--- config.mk ---
export PLATFORM = sky130hd
export DESIGN_NAME = bram_stream_reader
export DESIGN_NICKNAME = d
export VERILOG_FILES = /design/src/rtl/conway_pkg.sv /design/src/rtl/bram_stream_reader_fifo2.sv /design/src/rtl/bram_stream_reader.sv
export SDC_FILE = /design/constraint.sdc
export NUM_CORES = 1
export LEC_CHECK = 0
export BUFFER_PORTS_ARGS = -buffer_cell sky130_fd_sc_hd__buf_2
export CAP_MARGIN = 20
export CORE_ASPECT_RATIO = 0.9
export CORE_UTILIZATION = 25
export DETAILED_ROUTE_END_ITERATION = 10
export GPL_TIMING_DRIVEN = 0
export PLACE_DENSITY = 0.53
export SKIP_LAST_GASP = 1
export SYNTH_ARGS = -nofsm -noshare
export SYNTH_HDL_FRONTEND = slang
export SYNTH_SLANG_ARGS = --single-unit
--- constraint.sdc ---
create_clock -name clk -period 2.45 [get_ports clk]
set_input_delay 0.3675 -clock clk [delete_from_list [all_inputs] [get_ports clk]]
set_output_delay 0.3675 -clock clk [all_outputs]
set_load 0.1 [all_outputs]
--- src/rtl/conway_pkg.sv ---
// -----------------------------------------------------------------------------
// conway_pkg
// Shared definitions for the frame-store read path: default geometry of the
// single-clock BRAM frame store, the sweep-state encoding used by
// bram_stream_reader, and a small helper for buffer occupancy arithmetic.
// -----------------------------------------------------------------------------
package conway_pkg;

    // Default frame-store geometry, shared with the bram block.
    localparam int CW_DATA_WIDTH = 8;
    localparam int CW_DEPTH      = 200;
    localparam int CW_ADDR_WIDTH = 8;

    // Sweep state encoding.
    typedef enum logic [1:0] {
        ST_IDLE  = 2'd0,
        ST_RUN   = 2'd1,
        ST_DRAIN = 2'd2
    } sweep_state_t;

    // Words that will occupy the output buffer once this cycle's pop and the
    // in-flight read have both settled. A pop is only possible with a non-empty
    // buffer, so the result never goes negative.
    function automatic logic [2:0] pending_after_pop(
        input logic [1:0] count,
        input logic       inflight,
        input logic       pop
    );
        return {1'b0, count} + {2'b00, inflight} - {2'b00, pop};
    endfunction

endpackage

--- src/rtl/bram_stream_reader_fifo2.sv ---
// -----------------------------------------------------------------------------
// fifo2
// Two-entry synchronous FIFO with registered outputs. The head entry register
// drives dout directly, so dout is stable while the consumer stalls.
// Ports:
//   clk, resetn : system clock, asynchronous active-low reset
//   push, din   : write request and word
//   pop         : read request (removes the head entry)
//   dout        : head entry
//   count       : occupancy 0..2
// A push into a full FIFO without a simultaneous pop is dropped, and a pop
// from an empty FIFO is ignored; the reader's issue rule prevents both.
// -----------------------------------------------------------------------------
module fifo2
    import conway_pkg::*;
#(
    parameter int WIDTH = CW_DATA_WIDTH + 1
) (
    input  logic             clk,
    input  logic             resetn,
    input  logic             push,
    input  logic             pop,
    input  logic [WIDTH-1:0] din,
    output logic [WIDTH-1:0] dout,
    output logic [1:0]       count
);

    logic [WIDTH-1:0] head_r;
    logic [WIDTH-1:0] tail_r;
    logic [1:0]       count_r;
    logic [WIDTH-1:0] head_s;
    logic [WIDTH-1:0] tail_s;
    logic [1:0]       count_s;
    logic             do_push_s;
    logic             do_pop_s;

    assign dout  = head_r;
    assign count = count_r;

    // Next-state computation for the two storage slots and the occupancy.
    always_comb begin
        head_s    = head_r;
        tail_s    = tail_r;
        count_s   = count_r;
        do_pop_s  = pop && (count_r != 2'd0);
        do_push_s = push && ((count_r != 2'd2) || do_pop_s);
        case (count_r)
            2'd0: begin
                if (do_push_s) begin
                    head_s  = din;
                    count_s = 2'd1;
                end else begin
                    count_s = count_r;
                end
            end
            2'd1: begin
                if (do_push_s && do_pop_s) begin
                    head_s = din;
                end else if (do_push_s) begin
                    tail_s  = din;
                    count_s = 2'd2;
                end else if (do_pop_s) begin
                    count_s = 2'd0;
                end else begin
                    count_s = count_r;
                end
            end
            2'd2: begin
                // The tail always moves up on a pop so order is preserved.
                if (do_push_s && do_pop_s) begin
                    head_s = tail_r;
                    tail_s = din;
                end else if (do_pop_s) begin
                    head_s  = tail_r;
                    count_s = 2'd1;
                end else begin
                    count_s = count_r;
                end
            end
            default: begin
                count_s = 2'd0;
            end
        endcase
    end

    // Storage and occupancy registers.
    always_ff @(posedge clk or negedge resetn) begin
        if (!resetn) begin
            head_r  <= {WIDTH{1'b0}};
            tail_r  <= {WIDTH{1'b0}};
            count_r <= 2'd0;
        end else begin
            head_r  <= head_s;
            tail_r  <= tail_s;
            count_r <= count_s;
        end
    end

endmodule

--- src/rtl/bram_stream_reader.sv ---
// -----------------------------------------------------------------------------
// bram_stream_reader
// Read-side master for the single-clock BRAM frame store. A start pulse in
// IDLE sweeps addresses 0..DEPTH-1 through the one-cycle-latency read port and
// presents the words as a valid/ready stream. A 2-entry buffer absorbs the
// read latency: full rate under constant ready, no loss under backpressure.
// Ports:
//   clk, resetn              : system clock, asynchronous active-low reset
//   start                    : sweep request, honoured only in IDLE
//   busy, done               : sweep in progress / one-cycle completion pulse
//   read_addr, read_enable   : BRAM read request
//   read_data                : BRAM read word, valid the cycle after the request
//   m_data, m_valid, m_ready : output stream
//   m_last                   : marks the beat from address DEPTH-1
// -----------------------------------------------------------------------------
module bram_stream_reader
    import conway_pkg::*;
#(
    parameter int DATA_WIDTH = CW_DATA_WIDTH,
    parameter int DEPTH      = CW_DEPTH,
    parameter int ADDR_WIDTH = CW_ADDR_WIDTH
) (
    input  logic                  clk,
    input  logic                  resetn,
    input  logic                  start,
    output logic                  busy,
    output logic                  done,
    output logic [ADDR_WIDTH-1:0] read_addr,
    output logic                  read_enable,
    input  logic [DATA_WIDTH-1:0] read_data,
    output logic [DATA_WIDTH-1:0] m_data,
    output logic                  m_valid,
    input  logic                  m_ready,
    output logic                  m_last
);

    localparam logic [ADDR_WIDTH-1:0] LAST_ADDR = ADDR_WIDTH'(DEPTH - 1);

    sweep_state_t          state_r;
    sweep_state_t          next_state_s;
    logic [ADDR_WIDTH-1:0] addr_r;
    logic                  inflight_r;
    logic                  inflight_last_r;
    logic                  busy_r;
    logic                  done_r;
    logic                  read_enable_s;
    logic                  pop_s;
    logic                  at_last_s;
    logic                  head_last_s;
    logic [2:0]            pending_s;
    logic [DATA_WIDTH:0]   fifo_din_s;
    logic [DATA_WIDTH:0]   fifo_dout_s;
    logic [1:0]            fifo_count_s;

    assign busy        = busy_r;
    assign done        = done_r;
    assign read_addr   = addr_r;
    assign read_enable = read_enable_s;

    assign m_valid     = (fifo_count_s != 2'd0);
    assign m_data      = fifo_dout_s[DATA_WIDTH-1:0];
    assign head_last_s = fifo_dout_s[DATA_WIDTH];
    // The head register keeps its last tag after it drains; qualify it so the
    // tag is only visible alongside a real beat.
    assign m_last      = m_valid && head_last_s;
    assign pop_s       = m_valid && m_ready;
    assign at_last_s   = (addr_r == LAST_ADDR);
    assign pending_s   = pending_after_pop(fifo_count_s, inflight_r, pop_s);

    // The returning read word carries the last-address tag into the buffer.
    assign fifo_din_s  = {inflight_last_r, read_data};

    fifo2 #(
        .WIDTH (DATA_WIDTH + 1)
    ) u_fifo2 (
        .clk    (clk),
        .resetn (resetn),
        .push   (inflight_r),
        .pop    (pop_s),
        .din    (fifo_din_s),
        .dout   (fifo_dout_s),
        .count  (fifo_count_s)
    );

    // Sweep FSM next state and read issue decision.
    always_comb begin
        next_state_s  = state_r;
        read_enable_s = 1'b0;
        case (state_r)
            ST_IDLE: begin
                if (start) begin
                    next_state_s = ST_RUN;
                end else begin
                    next_state_s = ST_IDLE;
                end
            end
            ST_RUN: begin
                // Issue only if the word will still fit once everything already
                // owed to the buffer has landed.
                read_enable_s = (pending_s < 3'd2);
                if (read_enable_s && at_last_s) begin
                    next_state_s = ST_DRAIN;
                end else begin
                    next_state_s = ST_RUN;
                end
            end
            ST_DRAIN: begin
                if (pop_s && head_last_s) begin
                    next_state_s = ST_IDLE;
                end else begin
                    next_state_s = ST_DRAIN;
                end
            end
            default: begin
                next_state_s = ST_IDLE;
            end
        endcase
    end

    // Sweep state register and status outputs.
    always_ff @(posedge clk or negedge resetn) begin
        if (!resetn) begin
            state_r <= ST_IDLE;
            busy_r  <= 1'b0;
            done_r  <= 1'b0;
        end else begin
            state_r <= next_state_s;
            busy_r  <= (next_state_s != ST_IDLE);
            done_r  <= (state_r == ST_DRAIN) && pop_s && head_last_s;
        end
    end

    // Read address counter; parked at zero while idle so a new sweep starts at 0.
    always_ff @(posedge clk or negedge resetn) begin
        if (!resetn) begin
            addr_r <= {ADDR_WIDTH{1'b0}};
        end else if (state_r == ST_IDLE) begin
            addr_r <= {ADDR_WIDTH{1'b0}};
        end else if (read_enable_s && !at_last_s) begin
            addr_r <= addr_r + ADDR_WIDTH'(1);
        end else begin
            addr_r <= addr_r;
        end
    end

    // In-flight read tracking: the word requested this cycle returns next cycle.
    always_ff @(posedge clk or negedge resetn) begin
        if (!resetn) begin
            inflight_r      <= 1'b0;
            inflight_last_r <= 1'b0;
        end else begin
            inflight_r      <= read_enable_s;
            inflight_last_r <= read_enable_s && at_last_s;
        end
    end

endmodule

==> Word-level counts from Yosys, hierarchy flattened <==
Cells that the tools add are included.
{ "word_totals": {"ff_bits": 34, "in_bits": 12} }
{ "op_classes": {"n_addsub": 3, "n_lt_le_gt_ge": 1, "eq_ne": 15, "muxes": 21, "reduce_logical": 23} }
{ "op_table": {"columns": ["operator", "n"], "rows": [
  ["two-way mux 9 bit", 5],
  ["case mux 9 bit (3 select lines)", 1],
  ["case mux 9 bit (2 select lines)", 1],
  ["two-way mux 2 bit", 8],
  ["two-way mux 8 bit", 2],
  ["case mux 2 bit (3 select lines)", 2],
  ["logical AND 1 bit", 11],
  ["inequality test 2 x 1 -> 1 bit (second input constant)", 5],
  ["adder 8 x 1 -> 8 bit (second input constant)", 1],
  ["equality test 8 bit (second input constant)", 1],
  ["AND reduction 4 bit", 2],
  ["nonzero test 2 bit", 4],
  ["inequality test 2 bit (second input constant)", 3],
  ["inequality test 3 x 1 -> 1 bit (second input constant)", 2],
  ["AND reduction 5 bit", 1],
  ["equality test 2 x 1 -> 1 bit (second input constant)", 2],
  ["equality test 2 bit (second input constant)", 2],
  ["zero test 2 bit", 2],
  ["adder 2 x 1 -> 3 bit", 1],
  ["less-than comparator 3 x 2 -> 1 bit (second input constant)", 1],
  ["nonzero test 3 bit", 1],
  ["subtractor 3 x 1 -> 3 bit", 1],
  ["two-way mux 1 bit", 2],
  ["zero test 1 bit", 1],
  ["logical OR 1 bit", 1]
]} }

==> Longest topological paths before layout <==
Gate-level depths: netlist (run 1).
{ "depth": {"word_depth": 8, "ltp_mapped": 12, "mapped_depth_nobuf": 10} }

==> By module <==
Synthesis (run 1) repeated with hierarchy kept, for this count alone.
{ "hier_totals": {"hier_cells": 137, "hier_area_um2": 1736.7} }
{ "by_module_without_submodules": {"columns": ["mod", "n_inst", "cells_per_inst", "area_each_um2"], "rows": [
  ["fifo2", 1, 64, 954.7],
  ["bram_stream_reader", 1, 73, 782.0]
]} }

==> Worst setup path after synthesis (run 1) <==
Ideal clock, no wire load.
{ "synth_timing": {"path_kind": "flip-flop to flip-flop", "startpoint": "register u_fifo2.count_r[1] (netlist: u_fifo2.count[1])", "endpoint": "register addr_r[2] (netlist: read_addr[2])", "setup_ns": 0.094, "arrival_ns": 3.043, "required_time_ns": 2.356, "path_slack_ns": -0.688, "path_stages_with_launch": 13, "n_path_buf": 2, "cell_sequence": "dfrtp_1 buf_6 nor2b_4 buf_6 and2_4 inv_1 a21boi_0 fa_1 nor3b_4 nand2_1 inv_1 a21oi_1 a211oi_1"} }
{ "synth_between": {"elab_chain_len": 7, "elab_cells_between_ends": 8, "classes_between": "add/sub (2); order compare (1); mux (1); reduce/logical (4)"} }
{ "synth_rtl": {"columns": ["element", "line_no", "text"], "rows": [
  ["start, declared", "bram_stream_reader_fifo2.sv:30", "logic [1:0] count_r;"],
  ["start signal, assigned", "bram_stream_reader_fifo2.sv:95", "count_r <= count_s;"],
  ["branches (longest 2 deep; another with adder 2 x 1 -> 3 bit)", null, null],
  ["subtractor 3 x 1 -> 3 bit *", "conway_pkg.sv:29", "return {1'b0, count} + {2'b00, inflight} - {2'b00, pop};"],
  ["less-than comparator 3 x 2 -> 1 bit *", "bram_stream_reader.sv:100", "read_enable_s = (pending_s < 3'd2);"],
  ["two-way mux 1 bit *", "bram_stream_reader.sv:89", "case (state_r)"],
  ["net read_enable", "bram_stream_reader.sv:29", "output logic read_enable,"],
  ["logical AND 1 bit *", "bram_stream_reader.sv:139", "end else if (read_enable_s && !at_last_s) begin"],
  ["nonzero test 2 bit (no line) *", null, null],
  ["end signal, assigned", "bram_stream_reader.sv:138", "addr_r <= {ADDR_WIDTH{1'b0}};"],
  ["end signal, assigned", "bram_stream_reader.sv:140", "addr_r <= addr_r + ADDR_WIDTH'(1);"],
  ["end signal, assigned", "bram_stream_reader.sv:142", "addr_r <= addr_r;"],
  ["end, declared", "bram_stream_reader.sv:41", "logic [ADDR_WIDTH-1:0] addr_r;"]
]} }
Mark *: on every way through the listed nets, which the timed path passes.
A chain may end at the register's enable or synchronous reset.

==> Final worst setup path (run 1) <==
{ "layout_timing": {"startpoint": "register u_fifo2.count_r[0] (netlist: u_fifo2.count[0])", "endpoint": "output port read_enable"} }
{ "layout_between": {"elab_chain_len": 5, "elab_cells_between_ends": 6, "classes_between": "add/sub (2); order compare (1); mux (1); reduce/logical (2)"} }
{ "layout_rtl": {"columns": ["element", "line_no"], "rows": [
  ["branches (longest 2 deep; another with adder 2 x 1 -> 3 bit)", null],
  ["subtractor 3 x 1 -> 3 bit *", "conway_pkg.sv:29"],
  ["less-than comparator 3 x 2 -> 1 bit *", "bram_stream_reader.sv:100"],
  ["two-way mux 1 bit *", "bram_stream_reader.sv:89"],
  ["end, declared", "bram_stream_reader.sv:29"]
]} }
Mark *: on every way between the ends.

==> results of run 1 <==
==> sequential cells by signal, indices dropped and copies added, names as in the netlist <==
name,flops
busy,1
done,1
inflight_last_r,1
inflight_r,1
read_addr,8
state_r,2
u_fifo2.count,2
u_fifo2.dout,9
u_fifo2.tail_r,9
==> final cells by class <==
class | count | area share, %
Sequential cell | 34 | 38.4
Clock buffer | 6 | 3.72
Buffer | 11 | 3.94
Tap cell | 90 | 5.07
Timing Repair Buffer | 40 | 10.9
Inverter | 4 | 0.845
Multi-Input combinational cell | 105 | 36.6
Clock inverter | 2 | 0.563
==> timing repair <==
| item | 4_1_cts | 5_1_grt |
|---|---|---|
| setup endpoints to repair | 9 | 7 |
| resized for setup | 6 | 9 |
| setup buffers | 7 | 2 |
| pin swaps | 3 | 5 |
==> kinds of logic after synthesis <==
| family | after synthesis | share of synthesized area, % |
|---|---|---|
| mux | 20 | 12.1 |
| simple gates | 49 | 16.8 |
| xor+xnor | 2 | 2.08 |
| flops | 34 | 48.7 |
| compound gates | 32 | 11.3 |
| fa+ha+maj | 2 | 1.86 |
| buf+inv | 17 | 7.16 |
==> path summary, 6_finish.rpt <==
check,start,endpoint,slack (ns)
max reg2reg,u_fifo2.count[0]$_DFFE_PN0P_,read_addr[3]$_DFFE_PN0P_,-0.20
min,resetn,read_addr[5]$_DFFE_PN0P_,0.15
max,u_fifo2.count[0]$_DFFE_PN0P_,read_enable,-0.23
min in group clk,read_data[2],u_fifo2.tail_r[2]$_DFFE_PN0P_,0.32
min reg2reg,u_fifo2.tail_r[3]$_DFFE_PN0P_,u_fifo2.tail_r[3]$_DFFE_PN0P_,0.51
max in group asynchronous,resetn,u_fifo2.count[0]$_DFFE_PN0P_,1.77
==> metrics by stage <==
| stage | setup slack (ns) | cell area, µm² |
|---|---|---|
| floorplan | -0.285 | 1760 |
| global placement | -0.632 | 2030 |
| detailed placement | -0.624 | 2030 |
| CTS | -0.287 | 2200 |
| global route | -0.316 | 2220 |
| finish | -0.229 | 2220 |
==> cell usage after synthesis (2+ instances only) <==
master           number
a21oi_1              17
buf_4                 8
buf_6                 2
clkdlybuf4s15_2       2
dfrtp_1              34
inv_1                 4
mux2_2                9
mux2i_1              11
nand2_1               8
nand3_1               3
nand4_1               2
nor2_1               15
nor2b_1               2
o21ai_0               6
or2_2                 2
or3_1                 2
or4_1                 3
==> metal layers <==
layer | vias up | global-route usage (%) | wire [µm]
met5 | - | 0 | 0
met4 | 0 | 5.32 | 63
met3 | 5 | 3.00 | 118
met2 | 22 | 17.2 | 1700
met1 | 625 | 13.7 | 1790
li1 | 632 | - | -
==> worst max-delay path, delay by kind of cell (launching register included) <==
family                   cells  cell delay, ns
adder cells (fa/ha/maj)      1            0.49
AO/OA/AOI/OAI                1            0.15
buffers and inverters        3            0.32
flip-flops                   1            0.43
AND/OR/NAND/NOR              4            0.63
==> flow_summary.ini, run 1 <==
[run_status]
status = finished, violations left
violations = setup timing

[die]
io_pins = 33
die_width_um = 90.1
coreArea_um2 = 6660
core.rowCount = 28
design.die.area_um2 = 7330
die-height_um = 81.3
start_util_pct = 26.2

[clock_tree]
clkTransAtPathRegs_ns = 0.07
clkSinkCount = 34
htree_levels = 2
cts_hold_buf = 0
clkLatencyLatePin_ns = 0.28
numCtsBuffers = 5
clk_path_buf_depth = 2
cts_tree = yes
cts-root-buf = clkbuf_8

[drt]
wl_mm = 3.67
first_pass_iters = 4
drt_iter0_markers = 60
vias = 1284
drc = 0
routedWlPerCell_um = 12.6
postRouteAntennaNets = 0
drt-vias-per-instance = 4.40

[sta]
finalSetupViolCount = 4
max-slew-margin-rel_pct = 44.5
fmax_mhz = 373
finalClockSkew_ns = 0.00454
rsz0062_at_grt = true
finalCriticalPeriod_ns = 2.68
drv_slew = 0
tightestPinTransition_ns = 0.825
fin_crit_sh_pct = 109
setup_ws_ns = -0.229
hold_violations = 0
finalSetupTns_ns = -0.658
whs_ns = 0.154

[placed_design]
place_congestion = 0.714
dp.cells = 277
port-buffer-count = 31
dp_hpwl_mm = 2.45

[synthesis]
synth-edff-count = 0
synth_cell_types = 43
ys.flop_type = dfrtp_1
yosys_warnings = 0
yosys.area.top_type_share_pct = 48.7
synthCells = 156
synth_area_um2 = 1750
synth_fp_nets = 170
async_reset_ff_share_pct = 100
synth_top_area_cell = dfrtp_1
postSynthAreaPerCell_um2 = 11.2
synthTopCellsByArea = dfrtp_1 49%, mux2i_1 6.3%, mux2_2 5.8%, a21oi_1 4.9%, buf_4 3.4%
yosysSeqAreaShare_pct = 48.7
synth-seq-cells = 34

[worst_setup_path]
crit_required_ns = 2.08
worstSetupPathType = flip-flop to output pin
startpoint_type = flip-flop
crit_chain = nor2b_4, and2_4, inv_2, a21boi_2, fa_2, nor3b_4, nand2_2, clkinvlp_4, buf_12
r2r.worst_path.cells = 11
endpoint_kind = output pin
slowest_stage = fa_2
critPathMaxFanout = 2
max_stage_delay_ns = 0.49
cp.arrival_ns = 2.31

[run]
maxCapViolCount = 0

[finish]
seqCellArea_um2 = 852
final_util_pct = 33.4
syn_to_final_growth_pct = 27.1
mostFrequentLayoutCells = 33 x dfrtp_1, 31 x buf_2, 16 x buf_4
antenna_cells = 0
nets = 215
multi_input_area_um2 = 813
drive_above_1_share_pct = 45.5
fin_cells = 292
n_fill_cell = 693
final_common_cell = dfrtp_1

[grt]
grt.total_usage_pct = 10.8
grt_pass1_wl_mm = 6.05
grt_pass1_vias = 1264
grt_max_degree = 35
grt.overflow.total = 0
grt_antenna_before_repair = 0

[worst_hold_path]
hold_class = input port to asynchronous set/reset pin
Power of run 1 is not shown: default switching activity piles up to over one toggle a cycle in this logic, so the estimate is an artifact.
==> run 2, diff against run 1 <==
--- a/config.mk
+++ b/config.mk
@@ -12,6 +12,7 @@
 export DETAILED_ROUTE_END_ITERATION = 10
 export GPL_TIMING_DRIVEN = 0
 export PLACE_DENSITY = 0.53
+export RECOVER_POWER = 100
 export SKIP_LAST_GASP = 1
 export SYNTH_ARGS = -nofsm -noshare
 export SYNTH_HDL_FRONTEND = slang
==> run 2 against run 1 <==
Routed wire length about the same; setup slack got worse by 0.00098 ns; via count increased by 0.16%; non-clock buffer count unchanged; hold slack improved by 0.17 ns; the flow finishes with violations (capacitance limit, slew limit, setup timing); first-iteration DRC count decreased by 12%; critical path depth unchanged; global-route usage unchanged.
==> flow_summary.ini, run 2 (same netlist as run 1, synthesis figures left out) <==
[run_status]
status = finished, violations left
violations = capacitance limit, slew limit, setup timing

[drt]
drt-vias-per-instance = 4.40
first_pass_iters = 4
postRouteAntennaNets = 0
drt_iter0_markers = 53
wl_mm = 3.66
drc = 0
vias = 1286
routedWlPerCell_um = 12.5

[finish]
antenna_cells = 0
fin_cells = 292
mostFrequentLayoutCells = 33 x dfrtp_1, 30 x buf_2, 16 x buf_4
syn_to_final_growth_pct = 27.1
drive_above_1_share_pct = 45.0
final_util_pct = 33.3
final_common_cell = dfrtp_1
n_fill_cell = 694
multi_input_area_um2 = 813
nets = 215
seqCellArea_um2 = 852

[die]
coreArea_um2 = 6660
die-height_um = 81.3
start_util_pct = 26.2
design.die.area_um2 = 7330
io_pins = 33
die_width_um = 90.1
core.rowCount = 28

[worst_setup_path]
endpoint_kind = output pin
startpoint_type = flip-flop
crit_buf_inv = 3
crit_required_ns = 2.08
cp.arrival_ns = 2.31
crit_chain = nor2b_4, and2_4, inv_2, a21boi_2, fa_2, nor3b_4, nand2_2, clkinvlp_4, buf_12
worstSetupPathType = flip-flop to output pin
slowest_stage = fa_2
critPathMaxFanout = 2
path_delay_family = simple AND/OR/NAND/NOR gates
max_stage_delay_ns = 0.49

[sta]
drv_slew = 35
hold_violations = 0
finalCriticalPeriod_ns = 2.68
fmax_mhz = 373
fin_crit_sh_pct = 109
max-slew-margin-rel_pct = -23.8
rsz0062_at_grt = true
whs_ns = 0.325
finalClockSkew_ns = 0.00453
setup_ws_ns = -0.230
tightestPinTransition_ns = 1.86
finalSetupViolCount = 4
finalSetupTns_ns = -0.657

[worst_hold_path]
hold_class = input port to flip-flop

[grt]
grt_pass1_wl_mm = 6.05
grt_use_met1_pct = 13.7
grt.total_usage_pct = 10.8
grt_use_met3_pct = 3.00
grt_max_degree = 35
grt.overflow.total = 0
grt_pass1_vias = 1264
grt_util_met2_pct = 17.2
grt_antenna_before_repair = 0
top_usage_layer = met2

[clock_tree]
clk_path_buf_depth = 2
htree_levels = 2
cts_hold_buf = 0
cts_tree = yes
clkTransAtPathRegs_ns = 0.07
clkLatencyLatePin_ns = 0.28
numCtsBuffers = 5
cts-root-buf = clkbuf_8
clkSinkCount = 34

[run]
maxCapViolCount = 1

[placed_design]
dp_hpwl_mm = 2.45
place_congestion = 0.714
port-buffer-count = 31
dp.cells = 277
## run 2: cell types whose count changed in the layout (fill, tap and decap cells not counted)
cell      before  now
buf_2         31   30
clkbuf_1       0    1
## run 2: layout make-up
| cell class | count | share of cell area (%) |
|---|---|---|
| sequential | 34 | 38.4 |
| multi-input combinational | 105 | 36.6 |
| timing repair buffer | 40 | 10.8 |
| tap | 90 | 5.07 |
| buffer | 11 | 3.95 |
| clock buffer | 6 | 3.72 |
| inverter | 4 | 0.846 |
| clock inverter | 2 | 0.564 |
## run 2: routing by layer
| layer | share of wire (%) | routed length (µm) |
|---|---|---|
| met1 | 49 | 1800 |
| met5 | 0 | 0 |
| met3 | 3.2 | 118 |
| met2 | 46 | 1690 |
| met4 | 1.7 | 63 |
## run 2: worst paths after layout
kind | from | endpoint | slack, ns | cells past startpoint
max | u_fifo2.count[0]$_DFFE_PN0P_ | read_enable | -0.23 | 9
min | read_data[2] | u_fifo2.tail_r[2]$_DFFE_PN0P_ | 0.33 | 2
max reg2reg | u_fifo2.count[0]$_DFFE_PN0P_ | read_addr[3]$_DFFE_PN0P_ | -0.20 | 11
min reg2reg | u_fifo2.tail_r[3]$_DFFE_PN0P_ | u_fifo2.tail_r[3]$_DFFE_PN0P_ | 0.51 | 1
max in group asynchronous | resetn | u_fifo2.count[0]$_DFFE_PN0P_ | 0.67 | 1
min in group asynchronous | resetn | read_addr[5]$_DFFE_PN0P_ | 0.58 | 1
## run 2: what timing repair did
| action | in CTS | in global routing |
|---|---|---|
| gates resized for setup | 6 | 9 |
| pin swaps | 3 | 5 |
| setup endpoints to repair | 9 | 7 |
| setup buffers | 7 | 2 |
## run 2: stage by stage
stage	setup slack [ns]	instance area, µm²
6_report	-0.230	2220
5_1_grt	-0.316	2220
4_1_cts	-0.287	2200
3_5_place_dp	-0.624	2030
3_3_place_gp	-0.632	2030
2_1_floorplan	-0.285	1760
Power of run 2 is left out for the same reason.
